===== src/rtl/level_sensor_filter.sv =====
// level_sensor_filter: synchronizes, samples and debounces the lower/upper tank level
// sensors, and latches a fault on a persistent upper-wet/lower-dry reading.
module level_sensor_filter #(
    parameter int PRESCALE    = 16,
    parameter int DEBOUNCE    = 4,
    parameter int FAULT_LIMIT = 8
) (
    input  logic clk,
    input  logic reset,
    input  logic i_raw,
    input  logic s_raw,
    input  logic fault_clr,
    output logic i_filt,
    output logic s_filt,
    output logic valid,
    output logic change,
    output logic fault
);
    localparam int PW = $clog2(PRESCALE);
    localparam int DW = $clog2(DEBOUNCE + 1);
    localparam int FW = $clog2(FAULT_LIMIT + 1);
    localparam logic [PW-1:0] PS_LAST = PW'(PRESCALE - 1);
    localparam logic [DW-1:0] DB_LAST = DW'(DEBOUNCE - 1);
    localparam logic [DW-1:0] DB_MAX  = DW'(DEBOUNCE);
    localparam logic [FW-1:0] FL_MAX  = FW'(FAULT_LIMIT);

    logic          i_meta_q, s_meta_q, i_sync_q, s_sync_q;
    logic [PW-1:0] ps_q, ps_d;
    logic [DW-1:0] i_cnt_q, i_cnt_d, s_cnt_q, s_cnt_d, warm_q, warm_d;
    logic [FW-1:0] f_cnt_q, f_cnt_d;
    logic          i_int_q, i_int_d, s_int_q, s_int_d;
    logic          i_filt_q, i_filt_d, s_filt_q, s_filt_d;
    logic          valid_q, valid_d, change_q, change_d, fault_q, fault_d;
    logic          tick, implaus;

    // Returns {next filtered value, next counter} for one sample tick.
    function automatic logic [DW:0] deb(input logic sync, input logic filt, input logic [DW-1:0] cnt);
        if (sync == filt) return {filt, DW'(0)};
        if (cnt == DB_LAST) return {~filt, DW'(0)};
        return {filt, cnt + 1'b1};
    endfunction

    always_comb begin
        tick = ps_q == PS_LAST;
        ps_d = tick ? '0 : ps_q + 1'b1;
        {i_int_d, i_cnt_d} = tick ? deb(i_sync_q, i_int_q, i_cnt_q) : {i_int_q, i_cnt_q};
        {s_int_d, s_cnt_d} = tick ? deb(s_sync_q, s_int_q, s_cnt_q) : {s_int_q, s_cnt_q};
        warm_d = (tick && warm_q != DB_MAX) ? warm_q + 1'b1 : warm_q;
        valid_d = valid_q || warm_d == DB_MAX;
        implaus = !i_int_d && s_int_d;
        f_cnt_d = !tick ? f_cnt_q : !implaus ? '0 : (f_cnt_q == FL_MAX) ? f_cnt_q : f_cnt_q + 1'b1;
        // A set in the same cycle as an accepted clear wins.
        fault_d = (f_cnt_d == FL_MAX) || (fault_q && !(fault_clr && f_cnt_q == '0));
        i_filt_d = fault_d ? 1'b0 : i_int_d;
        s_filt_d = fault_d ? 1'b1 : s_int_d;
        change_d = (i_filt_d != i_filt_q) || (s_filt_d != s_filt_q);
    end

    always_ff @(posedge clk) begin
        if (reset) begin
            i_meta_q <= 1'b1;
            s_meta_q <= 1'b1;
            i_sync_q <= 1'b1;
            s_sync_q <= 1'b1;
            ps_q     <= '0;
            i_cnt_q  <= '0;
            s_cnt_q  <= '0;
            warm_q   <= '0;
            f_cnt_q  <= '0;
            i_int_q  <= 1'b1;
            s_int_q  <= 1'b1;
            i_filt_q <= 1'b1;
            s_filt_q <= 1'b1;
            valid_q  <= 1'b0;
            change_q <= 1'b0;
            fault_q  <= 1'b0;
        end else begin
            i_meta_q <= i_raw;
            s_meta_q <= s_raw;
            i_sync_q <= i_meta_q;
            s_sync_q <= s_meta_q;
            ps_q     <= ps_d;
            i_cnt_q  <= i_cnt_d;
            s_cnt_q  <= s_cnt_d;
            warm_q   <= warm_d;
            f_cnt_q  <= f_cnt_d;
            i_int_q  <= i_int_d;
            s_int_q  <= s_int_d;
            i_filt_q <= i_filt_d;
            s_filt_q <= s_filt_d;
            valid_q  <= valid_d;
            change_q <= change_d;
            fault_q  <= fault_d;
        end
    end

    assign i_filt = i_filt_q;
    assign s_filt = s_filt_q;
    assign valid  = valid_q;
    assign change = change_q;
    assign fault  = fault_q;
endmodule

===== config.mk =====
export PLATFORM = sky130hd
export DESIGN_NAME = level_sensor_filter
export DESIGN_NICKNAME = d
export VERILOG_FILES = /design/src/rtl/level_sensor_filter.sv
export SDC_FILE = /design/constraint.sdc
export NUM_CORES = 1
export LEC_CHECK = 0
export BUFFER_PORTS_ARGS = -buffer_cell sky130_fd_sc_hd__buf_2
export CAP_MARGIN = 40
export CORE_MARGIN = 4
export CORE_UTILIZATION = 50
export DETAILED_ROUTE_END_ITERATION = 8
export GPL_TIMING_DRIVEN = 0
export HOLD_SLACK_MARGIN = 0.06
export PLACE_DENSITY_LB_ADDON = 0.2
export RECOVER_POWER = 100
export SLEW_MARGIN = 20
export SYNTH_ARGS = -nofsm -noshare
export SYNTH_HDL_FRONTEND = slang
export SYNTH_SLANG_ARGS = --single-unit

===== constraint.sdc =====
create_clock -name clk -period 2 [get_ports clk]
set_clock_uncertainty 0.1 [all_clocks]
set_input_delay 0.1 -clock clk [delete_from_list [all_inputs] [get_ports clk]]
set_output_delay 0.1 -clock clk [all_outputs]
set_load 0.005 [all_outputs]

# == Word-level counts from Yosys, hierarchy flattened ==
# Cells that the tools add are included.
# word_totals
regBits,28
elab_cells,67
# classes
muxes,22
eq_ne,11
reduce_logical,11
addsub,5
bitwise_logic,2
# op_table
cell,count
2-to-1 mux 4 bit,13
equality test 4 bit (second input constant),3
adder 3 x 1 -> 3 bit (second input constant),3
adder 4 x 1 -> 4 bit (second input constant),2
2-to-1 mux 1 bit,8
equality test 3 x 2 -> 1 bit (second input constant),2
logical AND 1 bit,4
logical NOT 4 bit,1
equality test 3 bit (second input constant),1
logical OR 1 bit,3
2-to-1 mux 3 bit,1
inequality test 3 bit (second input constant),1
equality test 1 bit,2
logical NOT 1 bit,2
inequality test 1 bit,2
inverter 1 bit,2
OR reduction 2 bit,1

# == Depth between registers and ports, before layout ==
# Gate-level depths: netlist of the first run.
# depth
depth_word,15
mapped_depth,8

# == Worst setup path after synthesis of the first run ==
# No wires, ideal clock.
# synth_path
path_kind,reg-to-reg
from,register ps_q[0]
to,register change_q (netlist: change)
path_stages_with_launch,8
t_arrival_ps,1547
n_path_buf,1
period_less_slack_ps,1776
path_slack_ps,224
required_time_ps,1771
path_cell_list,dfxtp_1 -> ha_1 -> and3_1 -> buf_6 -> and2_4 -> or2_4 -> o41ai_4 -> a211oi_2
# synth_via
elab_chain_len,11
# synth_rtl
element,line,rtl
"start, declared",28,"logic [PW-1:0] ps_q, ps_d;"
"start signal, assigned",82,ps_q <= ps_d;
equality test 4 bit (*),44,tick = ps_q == PS_LAST;
2-to-1 mux 4 bit,46,"{i_int_d, i_cnt_d} = tick ? deb(i_sync_q, i_int_q, i_cnt_q) : {i_int_q, i_cnt_q};"
logical NOT 1 bit,50,implaus = !i_int_d && s_int_d;
logical AND 1 bit,50,
2-to-1 mux 4 bit (2 in series),51,f_cnt_d = !tick ? f_cnt_q : !implaus ? '0 : (f_cnt_q == FL_MAX) ? f_cnt_q : f_cnt_q + 1'b1;
equality test 4 bit,53,fault_d = (f_cnt_d == FL_MAX) || (fault_q && !(fault_clr && f_cnt_q == '0));
logical OR 1 bit,53,
2-to-1 mux 1 bit (on tied branches),"54, 55",
inequality test 1 bit,56,change_d = (i_filt_d != i_filt_q) || (s_filt_d != s_filt_q);
logical OR 1 bit (*),56,
"end signal, assigned",92,change_q <= change_d;
"end, declared",33,"logic valid_q, valid_d, change_q, change_d, fault_q, fault_d;"
# Mark *: on every way between the ends. The rest lies on a longest branch, timed or not.
# A chain may end at the register's enable or synchronous reset.

# == Worst setup path after layout of the first run ==
# Ends and elaborated chain as after synthesis.

==> impl_summary.log, run 1 <==
[metrics] Avg Inst Size Synth: 9.042 sq um
[metrics] per-cell routed wire length: 13.03 um
[metrics] global placement routability congestion: 0.7875
[metrics] floorplan die width: 62.30 um
[metrics] fraction of final layout cells sized beyond drive strength 1: 0.1858
[metrics] DRT antenna net count: 0
[metrics] number of buffer cells added on primary ports: 9
[metrics] Combinational Power Share: 0.048
[metrics] run status: finished, final reports clean
[metrics] final period demand of the worst path: 1880 ps
[metrics] first-pass detailed-route iteration total: 4
[metrics] worst hold margin: 191.2 ps
[metrics] count of unresolved DRC violations after routing: 0
[metrics] y dimension of the die: 62.30 um
[metrics] Ys Warns: 0
[metrics] critical setup path kind: flip-flop to flip-flop
[metrics] count of final hold-check violations: 0
[metrics] area added between synthesis and finish: 12.90%
[metrics] number of rows created at floorplan: 19
[metrics] relative contribution of sequential cells to total power: 0.691
[metrics] commonest non-fill, non-tap cells in the layout: 26 x dfxtp_1, 17 x nor2_1, 10 x a21oi_1
[metrics] Reg2Reg Setup Slack: 120 ps
[metrics] Static Leakage: 0.6350 nW
[metrics] total global routing track utilization: 0.1535
[metrics] Relative slew margins: 0.7062
[metrics] worst path required time: 2110 ps
[metrics] top fanout value on the critical path: 7
[metrics] count of vias placed by the detailed router: 1193
[metrics] worst-margin pin slew: 440.7 ps
[metrics] register clock-pin slew on the reported worst setup and hold paths: 130 ps
[metrics] global-route wire length before repair: 4961 um
[metrics] H-tree levels: 1
[metrics] pre-CTS setup slack: 52.52 ps
[metrics] DIE AREA: 0.003881 sq mm
[metrics] number of slew-limit violations in the final report: 0
[metrics] number of antenna violations at the first check in global routing: 0
[metrics] number of distinct library cells after synthesis: 50
[metrics] ratio of final minimum period to clock period: 0.9401
[metrics] footprint of the multi-input gates: 864.6 sq um
[metrics] worst-case setup margin in the final layout: 119.9 ps
[metrics] gate count after technology mapping: 163
[metrics] category of the worst setup path launch point: flip-flop
[metrics] cell chosen for the clock root: clkbuf_4
[metrics] Crit. End Element: flip-flop
[metrics] path type of the worst min-delay path: input pin to flip-flop
[metrics] most common cell after layout, fill and taps aside: dfxtp_1
[metrics] Sink Count: 28
[metrics] buffer depth of the longest clock path: 2
[metrics] switching part of the total power: 0.2080
[metrics] cell area after technology mapping: 0.001474 sq mm
[metrics] net count of the finished layout: 197
[metrics] final-layout fill cell count: 263
[metrics] final setup violating endpoints: 0
[metrics] ys flop type: dfxtp_1
[metrics] mean number of vias per cell: 5.575
[metrics] switching power: 0.0001722 W
[metrics] data arrival time of the critical path: 1990 ps
[metrics] Worst-Skew Late Latency: 310 ps
[metrics] maximum number of pins on one net before global-route repair: 15
[metrics] detailed placement HPWL: 2159 um
[metrics] Post-synth EDFFs: 0
[metrics] violation count after the first detailed-route iteration: 52
[metrics] share of flip-flops with an asynchronous set or reset after synthesis: 0
[metrics] peak supply drop: 0.4213 mV
[metrics] count of pins on the block boundary: 10
[metrics] core area: 0.002781 sq mm
[metrics] Final Routed Wirelength: 2789 um
[metrics] CTS tree: done
[metrics] number of flip-flops and latches in the synthesized netlist: 28
[metrics] proportion of power drawn by the clock network: 0.261
[metrics] number of buffers created by CTS: 3
[metrics] max_cap viols: 0
[metrics] synthesized net count: 175
[metrics] number of global-route vias before repair: 1170
[metrics] Pwr Density: 497.4 mW/mm^2
[metrics] # diodes: 0
[metrics] sequential standard cell area: 568.0 sq um
[metrics] internal power contribution: 0.0006555 W
[metrics] Initial Util: 0.5299
[metrics] maximum clock frequency: 0.5319 GHz
[metrics] share of synthesized area occupied by flip-flops and latches: 0.3803
[metrics] leftover overflow at the end of global routing: 0
==> path summary, 6_finish.rpt <==
check                           startpoint        to  cells after the start
worst min-delay path             fault_clr    change                      5
worst max register to register     ps_q[0]    change                      7
worst min register to register    s_meta_q  s_sync_q                      1
worst max-delay path               ps_q[0]    change                      7
==> synthesized netlist by cell type (4+ instances only) <==
library cell / n / share of area
or2_2: 4 / 0.017
nor2_1: 17 / 0.043
o21ai_0: 6 / 0.020
inv_1: 7 / 0.018
ha_1: 7 / 0.059
xor2_1: 4 / 0.024
dfxtp_1: 28 / 0.38
xnor2_1: 5 / 0.030
a21oi_1: 11 / 0.037
nand2b_1: 5 / 0.021
nor2b_1: 5 / 0.021
nand3_1: 7 / 0.024
nand2_1: 7 / 0.018
==> kinds of logic (layout without fill, tap and decap cells) <==
| family | Yosys count | after routing | share of synthesized area |
|---|---|---|---|
| AO/OA/AOI/OAI | 35 | 35 | 0.1791 |
| XOR/XNOR | 9 | 9 | 0.05348 |
| adder cells (fa/ha/maj) | 7 | 7 | 0.05942 |
| buffers and inverters | 13 | 33 | 0.04245 |
| flip-flops | 28 | 28 | 0.3803 |
| multiplexers | 1 | 1 | 0.006791 |
| AND/OR/NAND/NOR | 70 | 70 | 0.2784 |
==> metal layers <==
layer,GRT usage,vias to the layer above,part of all wire
met5,0,-,0
met4,0.05570,0,0.016
met3,0.02703,4,0.026
met2,0.2811,10,0.50
met1,0.1752,555,0.46
li1,-,624,-
==> state kept, by name (all words and copies together), names as in the netlist, 3 cells and up <==
name,cells
f_cnt_q,4
ps_q,4
i_cnt_q,3
s_cnt_q,3
warm_q,3
==> timing repair <==
action                     CTS  global route
setup endpoints to repair    0             5
hold endpoints to repair     9             0
hold buffers                 3             0
setup buffers                0             5
resized for setup            0             7
==> through the flow <==
stage               setup TNS [ps]    util  total power [W]  area (sq um)  std cells
finish                           0  0.5983        0.0008277          1664        214
global route                -6.867  0.5983        0.0008831          1664        214
CTS                              0  0.5789        0.0008440          1610        209
detailed placement               0  0.5601        0.0006215          1558        203
global placement                 0  0.5601        0.0006199          1558        203
floorplan                        0       -        0.0006094          1474        163
==> cell type report <==
| cell class | count | share of cell area |
|---|---|---|
| Sequential cell | 28 | 0.3414 |
| Inverter | 7 | 0.01579 |
| Multi-Input combinational cell | 122 | 0.5195 |
| Tap cell | 31 | 0.02331 |
| Clock buffer | 3 | 0.01353 |
| Timing Repair Buffer | 17 | 0.06466 |
| Buffer | 6 | 0.02180 |
==> worst max-delay path, cell delays in order, from the launching register on <==
cell and delay, ps:
dfxtp_1 410, ha_2 250, and3_1 180, buf_6 120, a21boi_1 90, or2_4 260
o41ai_4 290, a211oi_2 70
==> power by group through the flow <==
stage,sequential (W),clock [W],combinational [W]
6_report,0.000572,0.000216,0.0000396
5_1_grt,0.000574,0.000265,0.0000443
3_5_place_dp,0.000586,0,0.0000351
2_1_floorplan,0.000585,0,0.0000247
4_1_cts,0.000574,0.000230,0.0000397
3_3_place_gp,0.000586,0,0.0000342
(Power assumes the default switching activity.)
==> run 2, diff against run 1 <==
--- a/config.mk
+++ b/config.mk
@@ -5,10 +5,12 @@
 export SDC_FILE = /design/constraint.sdc
 export NUM_CORES = 1
 export LEC_CHECK = 0
+export ABC_AREA = 1
 export BUFFER_PORTS_ARGS = -buffer_cell sky130_fd_sc_hd__buf_2
 export CAP_MARGIN = 40
 export CORE_MARGIN = 4
 export CORE_UTILIZATION = 50
+export CTS_CLUSTER_DIAMETER = 40
 export DETAILED_ROUTE_END_ITERATION = 8
 export GPL_TIMING_DRIVEN = 0
 export HOLD_SLACK_MARGIN = 0.06
==> impl_summary.log, run 2 <==
[metrics] run status: finished, final reports clean (unchanged)
[metrics] number of buffer cells added on primary ports: 9 (unchanged)
[metrics] cell area after technology mapping: 0.001323 sq mm (was 0.001474 sq mm)
[metrics] # diodes: 0 (unchanged)
[metrics] internal power contribution: 0.0006591 W (was 0.0006555 W)
[metrics] unrepaired setup endpoints after global routing: true
[metrics] routed wire length on met2: 1419 um (was 1383 um)
[metrics] chain of cells forming the critical path: ha_4 -> nand2_2 -> nor2_4 -> buf_8 -> nand2_1 -> nor2_2 -> nand3_2 -> nand2_2 -> nor2_4 -> nand2_4 -> nand3_2 -> nand2_2 -> nand2_2 -> a21oi_2 (was ha_2 -> and3_1 -> buf_6 -> a21boi_1 -> or2_4 -> o41ai_4 -> a211oi_2)
[metrics] Final Routed Wirelength: 2547 um (was 2789 um)
[metrics] worst-margin pin slew: 500.0 ps (was 440.7 ps)
[metrics] final setup violating endpoints: 0 (unchanged)
[metrics] top post-synthesis cells by count: 28 x dfxtp_1, 24 x inv_1, 23 x nand2_1, 16 x nor2_1, 11 x nand3_1 (was 28 x dfxtp_1, 17 x nor2_1, 11 x a21oi_1)
[metrics] peak supply drop: 0.5174 mV (was 0.4213 mV)
[metrics] number of rows created at floorplan: 18 (was 19)
[metrics] met3 layer wire length in the routed design: 42 um (was 72 um)
[metrics] category of the worst setup path launch point: flip-flop (unchanged)
[metrics] cell type contributing the most total cell area after synthesis: dfxtp_1 (unchanged)
[metrics] biggest regs: f_cnt_q: 4 flops, ps_q: 4 flops (unchanged)
[metrics] max_cap viols: 0 (unchanged)
[metrics] launching point of the worst reg2reg path: ps_q[0] (unchanged)
[metrics] number of global-route vias before repair: 1051 (was 1170)
[metrics] leftover overflow at the end of global routing: 0 (unchanged)
[metrics] largest delay contributor family on the critical path: simple AND/OR/NAND/NOR gates (was compound AO/OA/AOI/OAI gates)
[metrics] Post-synth EDFFs: 0 (unchanged)
[metrics] final setup TNS: 0 ps (unchanged)
[metrics] register clock-pin slew on the reported worst setup and hold paths: 140 ps (was 130 ps)
[metrics] violation count after the first detailed-route iteration: 23 (was 52)
[metrics] Crit. End Element: flip-flop (unchanged)
[metrics] mean number of vias per cell: 4.957 (was 5.575)
[metrics] fraction of final layout cells sized beyond drive strength 1: 0.2707 (was 0.1858)
[metrics] library cell with the highest instance count after synthesis: dfxtp_1 (unchanged)
[metrics] Relative slew margins: 0.6667 (was 0.7062)
[metrics] synthesized net count: 171 (was 175)
[metrics] number of slew-limit violations in the final report: 0 (unchanged)
[metrics] detailed placement HPWL: 1831 um (was 2159 um)
[metrics] number of distinct library cells after synthesis: 27 (was 50)
[metrics] count of pins on the block boundary: 10 (unchanged)
[metrics] Worst path slowest cell: dfxtp_2 (was dfxtp_1)
[metrics] per-cell routed wire length: 12.07 um (was 13.03 um)
[metrics] H-tree levels: 1 (unchanged)
[metrics] Pwr Density: 538.2 mW/mm^2 (was 497.4 mW/mm^2)
[metrics] count of unresolved DRC violations after routing: 0 (unchanged)
[metrics] global-route wire length before repair: 4498 um (was 4961 um)
[metrics] buffers plus inverters on the worst setup path: 1 (unchanged)
[metrics] switching power: 0.0001887 W (was 0.0001722 W)
[metrics] Critical R2R Capture: change (unchanged)
[metrics] area added between synthesis and finish: 19.11% (was 12.90%)
[metrics] first-pass detailed-route iteration total: 4 (unchanged)
[metrics] cell chosen for the clock root: clkbuf_4 (unchanged)
[metrics] core area: 0.002500 sq mm (was 0.002781 sq mm)
[metrics] buffer depth of the longest clock path: 2 (unchanged)
[metrics] total global routing track utilization: 0.1675 (was 0.1535)
[metrics] beginning of the worst hold path: fault_clr (unchanged)
[metrics] y dimension of the die: 59.43 um (was 62.30 um)
[metrics] proportion of power drawn by the clock network: 0.270 (was 0.261)
[metrics] final-layout fill cell count: 214 (was 263)
[metrics] launch point of the worst path: ps_q[0] (unchanged)
[metrics] maximum clock frequency: 0.5194 GHz (was 0.5319 GHz)
[metrics] top fanout value on the critical path: 7 (unchanged)
[metrics] global placement routability congestion: 0.7685 (was 0.7875)
[metrics] net count of the finished layout: 195 (was 197)
[metrics] Initial Util: 0.5290 (was 0.5299)
[metrics] share of synthesized area occupied by flip-flops and latches: 0.4238 (was 0.3803)
[metrics] share of flip-flops with an asynchronous set or reset after synthesis: 0 (unchanged)
[metrics] most common cell after layout, fill and taps aside: dfxtp_1 (unchanged)
[metrics] count of vias placed by the detailed router: 1046 (was 1193)
[metrics] maximum single-stage delay on the critical path: 390 ps (was 410 ps)
[metrics] ratio of final minimum period to clock period: 0.9627 (was 0.9401)
[metrics] floorplan die width: 59.43 um (was 62.30 um)
[metrics] worst reg-to-reg path cell count: 14 (was 7)
[metrics] ys flop type: dfxtp_1 (unchanged)
[metrics] Combinational Power Share: 0.052 (was 0.048)
[metrics] switching part of the total power: 0.2226 (was 0.2080)
[metrics] number of antenna violations at the first check in global routing: 0 (unchanged)
[metrics] Static Leakage: 0.6624 nW (was 0.6350 nW)
[metrics] maximum number of pins on one net before global-route repair: 15 (unchanged)
[metrics] Worst-Skew Late Latency: 320 ps (was 310 ps)
[metrics] number of buffers created by CTS: 3 (unchanged)
[metrics] relative contribution of sequential cells to total power: 0.678 (was 0.691)
[metrics] CTS tree: done (unchanged)
[metrics] number of stages on the worst setup path: 14 (was 7)
[metrics] critical setup path kind: flip-flop to flip-flop (unchanged)
[metrics] Sink Count: 28 (unchanged)
[metrics] final cell utilization of the core: 0.6301 (was 0.5983)
[metrics] detailed-routing wirelength on met1: 1046 um (was 1287 um)
[metrics] path type of the worst min-delay path: input pin to flip-flop (unchanged)
[metrics] DRT antenna net count: 0 (unchanged)
[metrics] DIE AREA: 0.003532 sq mm (was 0.003881 sq mm)
[metrics] most used cell along the critical path: nand2_2
[metrics] final period demand of the worst path: 1925 ps (was 1880 ps)
[metrics] number of flip-flops and latches in the synthesized netlist: 28 (unchanged)
[metrics] count of final hold-check violations: 0 (unchanged)
[metrics] Worst setup endpoint: change (unchanged)
[metrics] Avg Inst Size Synth: 8.318 sq um (was 9.042 sq um)
[metrics] data arrival time of the critical path: 2090 ps (was 1990 ps)
[metrics] uppermost routed layer: met4 (unchanged)
[metrics] Reg2Reg Setup Slack: 70 ps (was 120 ps)
[metrics] Ys Warns: 0 (unchanged)
[metrics] worst path required time: 2170 ps (was 2110 ps)
[metrics] most area-consuming cells after synthesis: dfxtp_1 42%, inv_1 6.8%, ha_1 6.6% (was dfxtp_1 38%, ha_1 5.9%, nor2_1 4.3%)
[metrics] commonest non-fill, non-tap cells in the layout: 25 x dfxtp_1, 23 x inv_1, 19 x nand2_1 (was 26 x dfxtp_1, 17 x nor2_1, 10 x a21oi_1)
[metrics] gate count after technology mapping: 159 (was 163)
[metrics] area share of the largest cell type after synthesis: 0.4238 (was 0.3803)
-- run 2: cell count changes after synthesis, moves of 4 or more --
| cell | before | now |
|---|---|---|
| inv_1 | 7 | 24 |
| nand3_1 | 7 | 11 |
| nor2b_1 | 5 | 0 |
| a21oi_1 | 11 | 7 |
| nand2_2 | 0 | 4 |
| nand2_1 | 7 | 23 |
| nand2b_1 | 5 | 0 |
-- run 2: worst min-delay path by stage --
stage | end | depth (start not counted)
after global routing | s_filt | 4
after CTS | s_filt | 4
after global placement | s_meta_q | 2
after detailed placement | i_meta_q | 2
final | s_filt | 4
after floorplan | i_meta_q | 1
-- run 2: timing repair --
action,4_1_cts,5_1_grt
pin swaps,1,6
endpoints found under the setup margin,1,3
setup buffers,0,5
hold buffers,5,0
resized for setup,3,15
hold endpoints to repair,6,0
-- run 2: stage by stage --
step	cells	cell area (sq um)	total power [W]	setup slack [ps]	hold slack, ps
after CTS	206	1498	0.0008482	14.99	96.59
final	211	1575	0.0008478	74.62	90.82
after global placement	198	1405	0.0006142	14.98	186.6
after global routing	211	1575	0.0008868	-76.95	98.07
after detailed placement	198	1405	0.0006176	-15.55	198.3
after floorplan	159	1323	0.0006049	182.2	103.8
-- run 2: logic make-up after synthesis --
family | share of synthesized area
and+or+nand+nor | 0.2639
buffers and inverters | 0.09083
DFF | 0.4238
AOI/OAI and AO/OA | 0.1022
xor gates and xnor gates | 0.05298
adders and majority gates | 0.06622
-- run 2: final cells by class --
| type | instances | area [sq um] | share of cell area |
|---|---|---|---|
| multi-input cells | 101 | 699.4 | 0.4440 |
| well taps | 30 | 37.54 | 0.02383 |
| clock buffers | 3 | 22.52 | 0.01430 |
| flip-flops and latches | 28 | 564.3 | 0.3582 |
| plain buffers | 3 | 22.52 | 0.01430 |
| inverters | 27 | 101.3 | 0.06434 |
| repair buffers | 19 | 127.6 | 0.08102 |
-- run 2: worst register-to-register path, stage by stage, from the launching register on --
cell and delay, ps:
dfxtp_2 390, ha_4 170, nand2_2 70, nor2_4 140
buf_8 130, nand2_1 110, nor2_2 130, nand3_2 100
nand2_2 90, nor2_4 50, nand2_4 70, nand3_2 90
nand2_2 100, nand2_2 50, a21oi_2 100
-- run 2: power groups by stage --
stage | Combinational, W | Clock, W | Sequential [W]
2_1_floorplan | 0.0000218 | 0 | 0.000583
3_3_place_gp | 0.0000306 | 0 | 0.000584
3_5_place_dp | 0.0000332 | 0 | 0.000584
4_1_cts | 0.0000434 | 0.000231 | 0.000574
5_1_grt | 0.0000502 | 0.000260 | 0.000577
6_report | 0.0000437 | 0.000229 | 0.000575
-- run 2: per-layer routing --
layer,GRT usage,vias up
met5,0,-
li1,-,541
met4,0.07767,0
met1,0.1949,494
met3,0.02179,5
met2,0.2995,6
==> run 3, diff against run 2 <==
--- a/config.mk
+++ b/config.mk
@@ -16,6 +16,7 @@
 export HOLD_SLACK_MARGIN = 0.06
 export PLACE_DENSITY_LB_ADDON = 0.2
 export RECOVER_POWER = 100
+export SETUP_SLACK_MARGIN = 0.1
 export SLEW_MARGIN = 20
 export SYNTH_ARGS = -nofsm -noshare
 export SYNTH_HDL_FRONTEND = slang
==> impl_summary.log, run 3 (synthesis gave the netlist of run 2 again) <==
[metrics] run status: finished, final reports clean (unchanged)
[metrics] maximum clock frequency: 0.5183 GHz (was 0.5194 GHz)
[metrics] data arrival time of the critical path: 2040 ps (was 2090 ps)
[metrics] count of unresolved DRC violations after routing: 0 (unchanged)
[metrics] total power: 0.0008507 W (was 0.0008478 W)
[metrics] critical setup path kind: flip-flop to flip-flop (unchanged)
[metrics] fraction of final layout cells sized beyond drive strength 1: 0.2857 (was 0.2707)
[metrics] final setup TNS: 0 ps (unchanged)
[metrics] Static Leakage: 0.6786 nW (was 0.6624 nW)
[metrics] leftover overflow at the end of global routing: 0 (unchanged)
[metrics] path type of the worst min-delay path: input pin to flip-flop (unchanged)
[metrics] final period demand of the worst path: 1929 ps (was 1925 ps)
[metrics] mean number of vias per cell: 4.962 (was 4.957)
[metrics] maximum single-stage delay on the critical path: 390 ps (about the same)
[metrics] Critical R2R Capture: change (unchanged)
[metrics] per-cell routed wire length: 12.13 um (was 12.07 um)
[metrics] beginning of the worst hold path: fault_clr (unchanged)
[metrics] # diodes: 0 (unchanged)
[metrics] core area: 0.002500 sq mm (unchanged)
[metrics] Pwr Density: 531.6 mW/mm^2 (was 538.2 mW/mm^2)
[metrics] category of the worst setup path launch point: flip-flop (unchanged)
[metrics] total global routing track utilization: 0.1706 (was 0.1675)
[metrics] biggest regs: f_cnt_q: 4 flops, ps_q: 4 flops (unchanged)
[metrics] number of global-route vias before repair: 1074 (was 1051)
[metrics] switching power: 0.0001919 W (was 0.0001887 W)
[metrics] number of antenna violations at the first check in global routing: 0 (unchanged)
[metrics] DRT antenna net count: 0 (unchanged)
[metrics] final setup violating endpoints: 0 (unchanged)
[metrics] most common cell after layout, fill and taps aside: dfxtp_1 (unchanged)
[metrics] count of pins on the block boundary: 10 (unchanged)
[metrics] relative contribution of sequential cells to total power: 0.675 (was 0.678)
[metrics] worst-case setup margin in the final layout: 70.72 ps (was 74.62 ps)
[metrics] buffers plus inverters on the worst setup path: 1 (unchanged)
[metrics] count of final hold-check violations: 0 (unchanged)
[metrics] Initial Util: 0.5290 (unchanged)
[metrics] launching point of the worst reg2reg path: ps_q[0] (unchanged)
[metrics] switching part of the total power: 0.2256 (was 0.2226)
[metrics] Worst path slowest cell: dfxtp_4 (was dfxtp_2)
[metrics] pre-CTS setup slack: -15.55 ps (unchanged)
[metrics] Worst-Skew Late Latency: 330 ps (was 320 ps)
[metrics] Relative slew margins: 0.6375 (was 0.6667)
[metrics] buffer depth of the longest clock path: 2 (unchanged)
[metrics] worst-margin pin slew: 542.0 ps (was 500.0 ps)
[metrics] count of vias placed by the detailed router: 1052 (was 1046)
[metrics] largest delay contributor family on the critical path: simple AND/OR/NAND/NOR gates (unchanged)
[metrics] launch point of the worst path: ps_q[0] (unchanged)
[metrics] Sink Count: 28 (unchanged)
[metrics] max_cap viols: 0 (unchanged)
[metrics] proportion of power drawn by the clock network: 0.273 (was 0.270)
[metrics] area after detailed placement: 0.001405 sq mm (unchanged)
[metrics] final instance area: 0.001600 sq mm (was 0.001575 sq mm)
[metrics] area added between synthesis and finish: 21.00% (was 19.11%)
[metrics] chain of cells forming the critical path: ha_4 -> nand2_4 -> nor2_4 -> buf_6 -> nand3_4 -> o21ai_4 -> nand2_2 -> nand2_4 -> nand2_4 -> nor2_4 -> nand2_4 -> nand3_2 -> nand2_1 -> nand2_1 -> a21oi_2 (was ha_4 -> nand2_2 -> nor2_4 -> buf_8 -> nand2_1 -> nor2_2 -> nand3_2 -> nand2_2 -> nor2_4 -> nand2_4 -> nand3_2 -> nand2_2 -> nand2_2 -> a21oi_2)
[metrics] internal power contribution: 0.0006587 W (was 0.0006591 W)
[metrics] unrepaired setup endpoints after global routing: true (unchanged)
[metrics] final-layout fill cell count: 208 (was 214)
[metrics] cell chosen for the clock root: clkbuf_4 (unchanged)
[metrics] number of buffers created by CTS: 3 (unchanged)
[metrics] CTS tree: done (unchanged)
[metrics] Worst Hold Path Cells: 4 (unchanged)
[metrics] DIE AREA: 0.003532 sq mm (unchanged)
[metrics] net count of the finished layout: 196 (was 195)
[metrics] Crit. End Element: flip-flop (unchanged)
[metrics] worst hold endpoint: s_filt (unchanged)
[metrics] global-route wire length before repair: 4560 um (was 4498 um)
[metrics] first-pass detailed-route iteration total: 3 (was 4)
[metrics] number of slew-limit violations in the final report: 0 (unchanged)
[metrics] top fanout value on the critical path: 6 (was 7)
[metrics] floorplan die width: 59.43 um (unchanged)
[metrics] commonest non-fill, non-tap cells in the layout: 25 x dfxtp_1, 23 x inv_1, 19 x nand2_1 (unchanged)
[metrics] y dimension of the die: 59.43 um (unchanged)
[metrics] maximum number of pins on one net before global-route repair: 15 (unchanged)
[metrics] worst reg-to-reg path cell count: 15 (was 14)
[metrics] H-tree levels: 1 (unchanged)
[metrics] most used cell along the critical path: nand2_4 (was nand2_2)
[metrics] Final Routed Wirelength: 2572 um (was 2547 um)
[metrics] peak supply drop: 0.5222 mV (was 0.5174 mV)
[metrics] violation count after the first detailed-route iteration: 33 (was 23)
[metrics] Reg2Reg Setup Slack: 70 ps (about the same)
[metrics] register clock-pin slew on the reported worst setup and hold paths: 140 ps (about the same)
[metrics] detailed placement HPWL: 1831 um (unchanged)
[metrics] global placement routability congestion: 0.7685 (unchanged)
[metrics] Combinational Power Share: 0.052 (about the same)
[metrics] worst path required time: 2120 ps (was 2170 ps)
[metrics] number of rows created at floorplan: 18 (unchanged)
[metrics] number of buffer cells added on primary ports: 9 (unchanged)
[metrics] ratio of final minimum period to clock period: 0.9646 (was 0.9627)
run 3: power by group through the flow:
stage / Clock [W] / Combinational, W / Sequential [W]
2_1_floorplan: 0 / 0.0000218 / 0.000583
3_3_place_gp: 0 / 0.0000306 / 0.000584
4_1_cts: 0.000231 / 0.0000434 / 0.000575
5_1_grt: 0.000260 / 0.0000509 / 0.000577
6_report: 0.000232 / 0.0000441 / 0.000575
3_5_place_dp: 0 / 0.0000332 / 0.000584
run 3: how the worst max path moves through the flow:
| stage | endpoint | cells after the start | slack [ps] |
|---|---|---|---|
| final | change | 15 | 70 |
| after global routing | change | 15 | -80 |
| after CTS | change | 14 | 100 |
| after detailed placement | change | 14 | -20 |
| after global placement | change | 14 | 10 |
| after floorplan | change | 15 | 180 |
run 3: metrics by stage:
stage               utilization  std cells  hold slack [ps]
floorplan                     -        159            103.8
global placement         0.5621        198            186.6
detailed placement       0.5621        198            198.3
CTS                      0.6036        207            96.59
global route             0.6401        212            115.6
finish                   0.6401        212            108.0
run 3: timing repair:
| item | in CTS | in global routing |
|---|---|---|
| pin swaps | 1 | 11 |
| hold endpoints to repair | 6 | 0 |
| buffers inserted | 1 | 5 |
| hold buffers | 5 | 0 |
| resized for setup | 7 | 14 |
| endpoints found under the setup margin | 2 | 4 |
run 3: routing by layer:
layer  up-vias  global-route usage  routed length, um
met3         7             0.02179                 43
met5         -                   0                  0
li1        543                   -                  -
met1       494              0.2016               1049
met4         0             0.09709                 53
met2         8              0.2933               1426
run 3: worst min-delay path: stages:
cell,delay (ps)
buf_2,100
inv_1,100
o41ai_4,120
nand4_1,100
run 3: layout make-up:
class / count / area (sq um) / area share
Sequential cell: 28 / 566.8 / 0.3542
Buffer: 3 / 18.77 / 0.01173
Multi-Input combinational cell: 101 / 716.9 / 0.4480
Inverter: 27 / 101.3 / 0.06333
Tap cell: 30 / 37.54 / 0.02346
Clock buffer: 3 / 22.52 / 0.01407
Timing Repair Buffer: 20 / 136.4 / 0.08522
